### src/rtl/rx_frame_ctrl.sv
// Receive-side sequencer after the CDR: preamble/SFD/PHR detection, payload byte
// delivery over valid/ready, and abort/re-acquire on zero length, overflow or strobe loss.
//
// state   | meaning
// IDLE    | receiver disabled, CDR held in reset
// RESTART | CDR held in reset for RST_CYC cycles
// PRE     | counting consecutive zero bits
// SFD     | sliding-window search for the delimiter
// LEN     | collecting the PHY length byte
// PAY     | collecting payload bytes
module rx_frame_ctrl #(
  parameter int         PRE_BITS = 16,
  parameter logic [7:0] SFD      = 8'hA7,
  parameter int         SFD_WIN  = 32,
  parameter int         WDOG     = 1024,
  parameter int         RST_CYC  = 4
) (
  input  logic       i_clk,
  input  logic       i_rst,
  input  logic       i_en,
  input  logic       i_bit,
  input  logic       i_bit_vld,
  output logic       o_cdr_run,
  output logic [7:0] o_byte,
  output logic       o_byte_vld,
  output logic       o_byte_last,
  input  logic       i_byte_rdy,
  output logic [6:0] o_len,
  output logic       o_sync,
  output logic       o_busy,
  output logic       o_err,
  output logic [1:0] o_err_code,
  output logic [2:0] o_state
);

  typedef enum logic [2:0] {
    ST_IDLE    = 3'd0,
    ST_RESTART = 3'd1,
    ST_PRE     = 3'd2,
    ST_SFD     = 3'd3,
    ST_LEN     = 3'd4,
    ST_PAY     = 3'd5
  } state_t;

  localparam int ZW = $clog2(PRE_BITS + 1);
  localparam int WW = $clog2(SFD_WIN + 1);
  localparam int DW = $clog2(WDOG);
  localparam int RW = $clog2(RST_CYC + 1);
  localparam logic [ZW-1:0] ZERO_TC = ZW'(PRE_BITS - 1);
  localparam logic [WW-1:0] WIN_TC  = WW'(SFD_WIN - 1);
  localparam logic [DW-1:0] WD_LOAD = DW'(WDOG - 1);
  localparam logic [RW-1:0] RST_LOAD = RW'(RST_CYC - 1);

  state_t        state, state_nxt;
  logic [RW-1:0] rst_cnt;
  logic [ZW-1:0] zero_cnt;
  logic [WW-1:0] win_cnt;
  logic [DW-1:0] wd_cnt;
  logic [2:0]    bit_cnt;
  logic [7:0]    sh;
  logic [6:0]    rem;

  logic [7:0] sh_nxt;
  logic       in_frame, byte_done, xfer, ovf, wd_exp, zlen;
  logic       sfd_hit, sfd_miss, pay_last, pre_done, state_chg;
  logic       err_nxt;
  logic [1:0] code_nxt;

  assign sh_nxt    = {i_bit, sh[7:1]};
  assign in_frame  = (state == ST_SFD) || (state == ST_LEN) || (state == ST_PAY);
  assign byte_done = i_bit_vld && (bit_cnt == 3'd7);
  assign xfer      = o_byte_vld && i_byte_rdy;
  assign ovf       = (state == ST_PAY) && byte_done && o_byte_vld && !i_byte_rdy;
  assign wd_exp    = in_frame && !i_bit_vld && (wd_cnt == '0);
  assign zlen      = (state == ST_LEN) && byte_done && (sh_nxt[6:0] == 7'd0);
  assign sfd_hit   = (state == ST_SFD) && i_bit_vld && (sh_nxt == SFD);
  assign sfd_miss  = (state == ST_SFD) && i_bit_vld && !sfd_hit && (win_cnt == WIN_TC);
  assign pay_last  = (state == ST_PAY) && byte_done && (rem == 7'd1);
  assign pre_done  = (state == ST_PRE) && i_bit_vld && !i_bit && (zero_cnt == ZERO_TC);
  assign state_chg = (state_nxt != state);

  always_ff @(posedge i_clk) begin
    if (i_rst) state <= ST_IDLE;
    else       state <= state_nxt;
  end

  always_comb begin
    state_nxt = state;
    if (!i_en) begin
      state_nxt = ST_IDLE;
    end else begin
      case (state)
        ST_IDLE:    state_nxt = ST_RESTART;
        ST_RESTART: if (rst_cnt == '0) state_nxt = ST_PRE;
        ST_PRE:     if (pre_done) state_nxt = ST_SFD;
        ST_SFD: begin
          if (wd_exp)        state_nxt = ST_RESTART;
          else if (sfd_hit)  state_nxt = ST_LEN;
          else if (sfd_miss) state_nxt = ST_PRE;
        end
        ST_LEN: begin
          if (wd_exp || zlen) state_nxt = ST_RESTART;
          else if (byte_done) state_nxt = ST_PAY;
        end
        ST_PAY:     if (ovf || wd_exp || pay_last) state_nxt = ST_RESTART;
        default:    state_nxt = ST_IDLE;
      endcase
    end
  end

  always_comb begin
    o_state   = state;
    o_cdr_run = (state == ST_PRE) || in_frame;
    o_busy    = in_frame;
  end

  // Error priority: overflow, then watchdog, then zero length; disable suppresses all.
  always_comb begin
    err_nxt  = 1'b0;
    code_nxt = 2'd0;
    if (i_en) begin
      if (ovf) begin
        err_nxt  = 1'b1;
        code_nxt = 2'd2;
      end else if (wd_exp) begin
        err_nxt  = 1'b1;
        code_nxt = 2'd3;
      end else if (zlen) begin
        err_nxt  = 1'b1;
        code_nxt = 2'd1;
      end
    end
  end

  always_ff @(posedge i_clk) begin
    if (i_rst) begin
      rst_cnt     <= '0;
      zero_cnt    <= '0;
      win_cnt     <= '0;
      wd_cnt      <= '0;
      bit_cnt     <= '0;
      sh          <= '0;
      rem         <= '0;
      o_len       <= '0;
      o_sync      <= 1'b0;
      o_err       <= 1'b0;
      o_err_code  <= 2'd0;
      o_byte      <= '0;
      o_byte_vld  <= 1'b0;
      o_byte_last <= 1'b0;
    end else begin
      rst_cnt <= (state == ST_RESTART) ? rst_cnt - 1'b1 : RST_LOAD;

      if (state != ST_PRE || state_chg) zero_cnt <= '0;
      else if (i_bit_vld)               zero_cnt <= i_bit ? '0 : zero_cnt + 1'b1;

      if (state != ST_SFD || state_chg) win_cnt <= '0;
      else if (i_bit_vld)               win_cnt <= win_cnt + 1'b1;

      if (state_chg)                     bit_cnt <= '0;
      else if (i_bit_vld && (state == ST_LEN || state == ST_PAY))
                                         bit_cnt <= bit_cnt + 3'd1;

      if (state_chg)                     sh <= '0;
      else if (i_bit_vld && in_frame)    sh <= sh_nxt;

      if (state_chg || i_bit_vld || !in_frame) wd_cnt <= WD_LOAD;
      else if (wd_cnt != '0)                   wd_cnt <= wd_cnt - 1'b1;

      if (state == ST_LEN && byte_done) begin
        rem   <= sh_nxt[6:0];
        o_len <= sh_nxt[6:0];
      end else if (state == ST_PAY && byte_done) begin
        rem <= rem - 7'd1;
      end

      o_sync <= sfd_hit && i_en;
      o_err  <= err_nxt;
      if (err_nxt) o_err_code <= code_nxt;

      if (!i_en || ovf || wd_exp) begin
        o_byte_vld  <= 1'b0;
        o_byte_last <= 1'b0;
      end else if (state == ST_PAY && byte_done) begin
        o_byte      <= sh_nxt;
        o_byte_vld  <= 1'b1;
        o_byte_last <= (rem == 7'd1);
      end else if (xfer) begin
        o_byte_vld  <= 1'b0;
        o_byte_last <= 1'b0;
      end
    end
  end

endmodule

### config.mk
export PLATFORM = sky130hd
export DESIGN_NAME = rx_frame_ctrl
export DESIGN_NICKNAME = d
export VERILOG_FILES = /design/src/rtl/rx_frame_ctrl.sv
export SDC_FILE = /design/constraint.sdc
export NUM_CORES = 1
export LEC_CHECK = 0
export CAP_MARGIN = 20
export CORE_AREA = 2 2 94 96
export DETAILED_ROUTE_END_ITERATION = 8
export DIE_AREA = 0 0 96 98
export RECOVER_POWER = 50
export REMOVE_ABC_BUFFERS = 1
export SETUP_SLACK_MARGIN = 0.2
export SYNTH_ARGS = -nofsm -noshare
export SYNTH_HDL_FRONTEND = slang
export SYNTH_SLANG_ARGS = --single-unit
### constraint.sdc
create_clock -name i_clk -period 2.8 [get_ports i_clk]
set_input_delay 0.28 -clock i_clk [delete_from_list [all_inputs] [get_ports i_clk]]
set_output_delay 0.28 -clock i_clk [all_outputs]
set_load 0.1 [all_outputs]
Word level (Yosys, flattened, before mapping):

Cells that the tools add are included.
Widths: inputs -> output; s select.

* $add $sub $neg: 6
* equality and inequality tests: 13
* muxes and demuxes: 27
* bitwise gates (word level): 2
* reductions and logical operators: 53

Operators with widths (number)
* $mux 3: 9
* $logic_and 1x1->1: 20
* $mux 10: 2
* $pmux 3 s6: 1
* $mux 7: 2
* $logic_or 1x1->1: 13
* $logic_not 10->1: 1
* $reduce_bool 10->1: 1
* $reduce_or 2->1: 5
* $sub 10x1->10 const B: 1
* $eq 3x3->1 const B: 3
* $eq 8x8->1 const B: 1
* $mux 1: 8
* $mux 2: 4
* $eq 7x1->1 const B: 1
* $logic_not 7->1: 1
* $sub 7x1->7 const B: 1
* $add 6x1->6 const B: 1
* $eq 3x2->1 const B: 2
* $eq 6x5->1 const B: 1
* $logic_not 1->1: 6
* $logic_not 3->1: 2
* $ne 3x2->1 const B: 2
* $reduce_bool 2->1: 3
* 9 further kinds: 10

* flip-flop bits (word level): 66
* bits of input ports: 6
* output and inout port bits: 26

Longest topological paths before layout:

* word-level depth: 15
* mapped depth: 9

Worst setup path after synthesis:

No wires, ideal clock.

* path kind: flip-flop to output port
* start point: register state[1] (netlist: o_state[1])
* end point: output port o_cdr_run
* arrival time: 2.962 ns
* data required time: 2.520 ns
* setup slack: -0.442 ns
* cell stages (with the launch flop): 4
* path buffers: 2
* cell sequence: dfxtp_1 -> buf_4 -> clkbuf_1 -> xor2_1

* word-level cells in the longest chain between the ends: 4
* elaborated cells between the ends (all ways): 7
* those cells by class: eq/ne (4); reduce/logical (3)

Ends and longest elaborated chain
* start, declared: line 54 `state_t state, state_nxt;`
* start signal, assigned: line 84 `else state <= state_nxt;`
* $eq 3x2->1 / $eq 3x3->1 (equally long branches): line 70 `assign in_frame = (state == ST_SFD) || (state == ST_LEN) || (state == ST_PAY);`
* $logic_or 1x1->1 (2 in series): line 70
* $logic_or 1x1->1 (*): line 113 `o_cdr_run = (state == ST_PRE) || in_frame;`
* end, declared: line 23 `output logic o_cdr_run,`

Every way passes the cells marked *; elsewhere a longest branch is shown, timed or not.

Final worst setup path:

* start point: register wd_cnt[0]
* end point: register sh[5]

* word-level cells in the longest chain between the ends: 9
* elaborated cells between the ends (all ways): 12
* those cells by class: eq/ne (1); mux (5); reduce/logical (6)

Ends and longest elaborated chain
* start, declared: line 58 `logic [DW-1:0] wd_cnt;`
* start signal, assigned: line 168 `else if (wd_cnt != '0) wd_cnt <= wd_cnt - 1'b1;`
* $logic_not 10->1 (*): line 74 `assign wd_exp = in_frame && !i_bit_vld && (wd_cnt == '0);`
* $logic_and 1x1->1 (*): line 74
* $logic_or 1x1->1 (2 in series): line 105 `ST_PAY: if (ovf || wd_exp || pay_last) state_nxt = ST_RESTART;`
* $mux 3: line 105
* $pmux 3 s6 (*): line 92 `case (state)`
* $mux 3 (*): line 89 `if (!i_en) begin`
* $ne 3x3->1 (*): line 80 `assign state_chg = (state_nxt != state);`
* $reduce_or 2->1 (no source line) (*)
* end signal, assigned: line 165 `else if (i_bit_vld && in_frame) sh <= sh_nxt;`
* end, declared: line 60 `logic [7:0] sh;`

Marks and branches as above.
A chain may end at the register's enable or synchronous reset.

==> run_results.csv <==
group,metric,value,unit
yosys,synth_compound_area_frac,0.165,
die,core_region_area,0.00847,sq mm
timing,layout_setup_ws,0.359,ns
outcome,status,"finished clean",
yosys,synth-xor-area-share,0.0292,
critical_path,cp-startpoint,"wd_cnt[0]",
yosys,ys_ff_latch,65,
final_layout,syn_to_final_growth,14.5,%
yosys,synthArstFlopShare,0,
timing,slew_headroom,0.216,
power_and_ir_drop,comb_power_share,0.073,
route,wl_per_cell,15.2,microns
die,initial_core_util,0.389,
yosys,synth_cell_types,58,
yosys,synth_commonest_cells,"65 x dfxtp_1, 39 x nand2_1, 33 x nor2_1",
timing,fmax,410,MHz
global_routing,grt_overflow,0,
global_routing,grt_use_total,0.180,
route,drtIter0Drc,120,
die,rows,34,
placement,pre_cts_ws,0.207,ns
final_layout,drive_gt1_frac,0.115,
critical_path,critPathRequiredTime,3.04,ns
power_and_ir_drop,p_sw_frac,0.245,
power_and_ir_drop,p_clk_frac,0.446,
final_layout,fill_cells,862,
timing,fin_worst_skew,0.00959,ns
critical_path,crit_slowest_cell,"a2111o_1",
power_and_ir_drop,p_per_area,521,mW/mm^2
yosys,synth-seq-area-share,0.395,
clock_network,clk_pin_slew,0.07,ns
route,num_vias,2829,
placement,dp_hpwl,5540,microns
die,dieArea,0.00941,sq mm
route,viasPerCell,5.48,
clock_network,htreeDepth,3,
clock_network,postCtsSetupRepairBufs,0,
timing,tightest_slew,1.18,ns
critical_path,regToRegSetupSlack,0.36,ns
final_layout,nets,420,
critical_path,worstSetupStartpointType,"flip-flop",
critical_path,r2r_start,"wd_cnt[0]",
clock_network,hold_buffers,0,
clock_network,ctsResizeCount,0,
die,die_y,98,microns
placement,place_congestion,0.814,
global_routing,grt_pass1_wl,13400,microns
power_and_ir_drop,vdd_drop_max,281,uV
clock_network,tritoncts,"done",
timing,fin_crit,2.44,ns
timing,setup_violations,0,
route,ant_nets,0,
power_and_ir_drop,internal_power,0.00149,W
die,ioPinCount,32,
global_routing,grt_max_degree,27,
final_layout,layout.area.seq,0.00130,sq mm
route,drt-total-wl,7860,microns
critical_path,critPathMaxFanout,21,
final_layout,design_area,0.00378,sq mm
timing,drv_slew,0,
min_path,hold_class,"input pin to flip-flop",
power_and_ir_drop,p_leak,1.45,nW
clock_network,cts_made_buffers,9,
clock_network,cts_buffer_depth,2,
yosys,synth_fa_ha_area_frac,0.0417,
yosys,synth_top_area_share,0.395,
run,cap_violations,0,
final_layout,antenna_cells,0,
yosys,synth_area_per_cell,8.91,sq um
critical_path,max_stage_delay,0.43,ns
global_routing,grt_pass1_vias,2740,
yosys,yosysTopAreaCell,"dfxtp_1",
die,die_w,96,microns
critical_path,endpoint_kind,"flip-flop",
route,drc,0,
critical_path,reg2reg_to,"sh[5]",
timing,period_share,0.872,
route,drt_first_pass_iters,4,
yosys,mappedNetlistArea,0.00330,sq mm
critical_path,crit_chain,"inv_1 -> ha_1 -> nor4b_2 -> and3_1 -> a211o_1 -> a2111o_1 -> buf_12 -> nor4_1",
yosys,syn_inst,370,
yosys,ys_top_cells_by_area,"dfxtp_1 39%, mux2i_1 6.1%, nand2_1 4.4%, ha_1 4.2%, a21oi_1 4.1%",
clock_network,cts.sinks,65,
critical_path,cp_data_arrival_time,2.68,ns
power_and_ir_drop,power.switching,0.000482,W
yosys,synth_edf_count,0,
critical_path,path_depth,8,
yosys,muxShareOfSynthArea,0.0641,
yosys,synth_top_family_by_area,"simple AND/OR/NAND/NOR gates",
critical_path,critPathKind,"flip-flop to flip-flop",
power_and_ir_drop,seqPwrFrac,0.481,
final_layout,multiInputGateArea,0.00183,sq mm
yosys,ys.flop_type,"dfxtp_1",
min_path,hold-path-cell-count,2,
clock_network,cts_root_buffer,"clkbuf_8",
timing,final-hold-violation-count,0,
placement,dpl_cell_area,0.00367,sq mm
placement,port_buffers,31,
critical_path,r2r_cells,8,
yosys,synth.most_common_cell,"dfxtp_1",
critical_path,cp-endpoint,"sh[5]",
clock_network,clock_latency,0.34,ns
yosys,yosysWarnings,0,
yosys,synth_simple_gate_area_frac,0.258,
global_routing,antenna_found_initial,0,
critical_path,cp_top_family,"compound AO/OA/AOI/OAI gates",
timing,rsz0062_at_grt,"no",
critical_path,crit_buf_inv,2,
## worst register-to-register path, delay by kind of cell, from the launching register on
family,cells,cell delay [ns]
AO/OA/AOI/OAI,2,0.79
AND/OR/NAND/NOR,3,0.74
flip-flops,1,0.35
buffers and inverters,2,0.26
adder cells (fa/ha/maj),1,0.21
## cells by family (layout without fill, tap and decap cells)
group | count (synthesis) | in the layout
buffers and inverters | 34 | 72
AND/OR/NAND/NOR | 152 | 152
adder cells (fa/ha/maj) | 11 | 11
flip-flops | 65 | 65
AO/OA/AOI/OAI | 76 | 76
multiplexers | 21 | 21
XOR/XNOR | 11 | 11
## layout by cell type, fill, tap and decap left out, types with 2 or more instances in the layout
cell type | Yosys | layout
or3_1 | 2 | 2
inv_1 | 13 | 13
clkinv_4 | 0 | 2
xor2_1 | 6 | 6
and3_1 | 3 | 3
a21oi_1 | 27 | 27
xnor2_1 | 5 | 5
a2bb2oi_1 | 2 | 2
o21ai_0 | 7 | 7
o22ai_1 | 4 | 4
nand4b_1 | 1 | 2
nor3b_1 | 3 | 3
clkdlybuf4s50_1 | 0 | 4
mux2i_1 | 20 | 20
ha_1 | 11 | 11
nor3_1 | 20 | 21
a41oi_1 | 11 | 11
and2_1 | 2 | 2
clkinv_2 | 0 | 2
bufinv_16 | 0 | 2
a31oi_1 | 4 | 4
nand2_1 | 39 | 39
clkbuf_8 | 0 | 9
nor4_2 | 10 | 10
buf_4 | 1 | 10
clkbuf_1 | 6 | 26
nand3_1 | 10 | 10
nor2_1 | 33 | 33
a211oi_1 | 8 | 8
nand4_1 | 4 | 4
nand2b_1 | 5 | 5
nor2b_1 | 6 | 6
dfxtp_1 | 65 | 65
## power by group through the flow
stage	Clock (W)	Sequential (W)	Combinational, W
floorplan	0	0.000978	0.0000691
global placement	0	0.000967	0.000142
detailed placement	0	0.000968	0.000146
CTS	0.000903	0.000946	0.000146
global route	0.000939	0.000948	0.000158
finish	0.000877	0.000946	0.000144
## layer usage
metal | routed length [microns] | vias to the layer above | part of all wire | GRT usage
li1 | - | 1412 | - | -
met1 | 3740 | 1363 | 0.48 | 0.248
met2 | 3650 | 44 | 0.46 | 0.275
met3 | 346 | 10 | 0.044 | 0.0494
met4 | 124 | 0 | 0.016 | 0.0527
met5 | 0 | - | 0 | 0
## worst min path at each step
stage	startpoint	to	slack (ns)
floorplan	i_rst	o_len[0]	0.35
global placement	rst_cnt[0]	rst_cnt[0]	0.42
detailed placement	rst_cnt[0]	rst_cnt[0]	0.44
CTS	i_rst	rem[2]	0.38
global route	i_rst	rem[2]	0.41
finish	i_rst	rem[2]	0.40
## stage by stage
step	std cells	hold slack (ns)	TNS, ns	power (W)	util
floorplan	349	0.349	-13.43	0.00105	-
global placement	500	0.421	0	0.00111	0.433
detailed placement	500	0.437	0	0.00111	0.433
CTS	516	0.379	0	0.00200	0.459
global route	516	0.406	0	0.00204	0.446
finish	516	0.400	0	0.00197	0.446
## cell type report
cell class / instances / share of cell area
sequential: 65 / 0.345
inverter: 13 / 0.0129
clock buffer: 9 / 0.0328
timing repair buffer: 43 / 0.0643
multi-input combinational: 271 / 0.484
clock inverter: 7 / 0.0252
tap: 108 / 0.0358
## registers in the layout, indices dropped and copies added (netlist names)
register and flops:
o_sync 1, win_cnt 6, o_byte_last 1, sh 7, o_err_code 2, wd_cnt 10
rst_cnt 3, rem 7, o_state 3, o_err 1, o_byte 8, o_byte_vld 1
zero_cnt 5, bit_cnt 3, o_len 7
(Power assumes the default switching activity.)
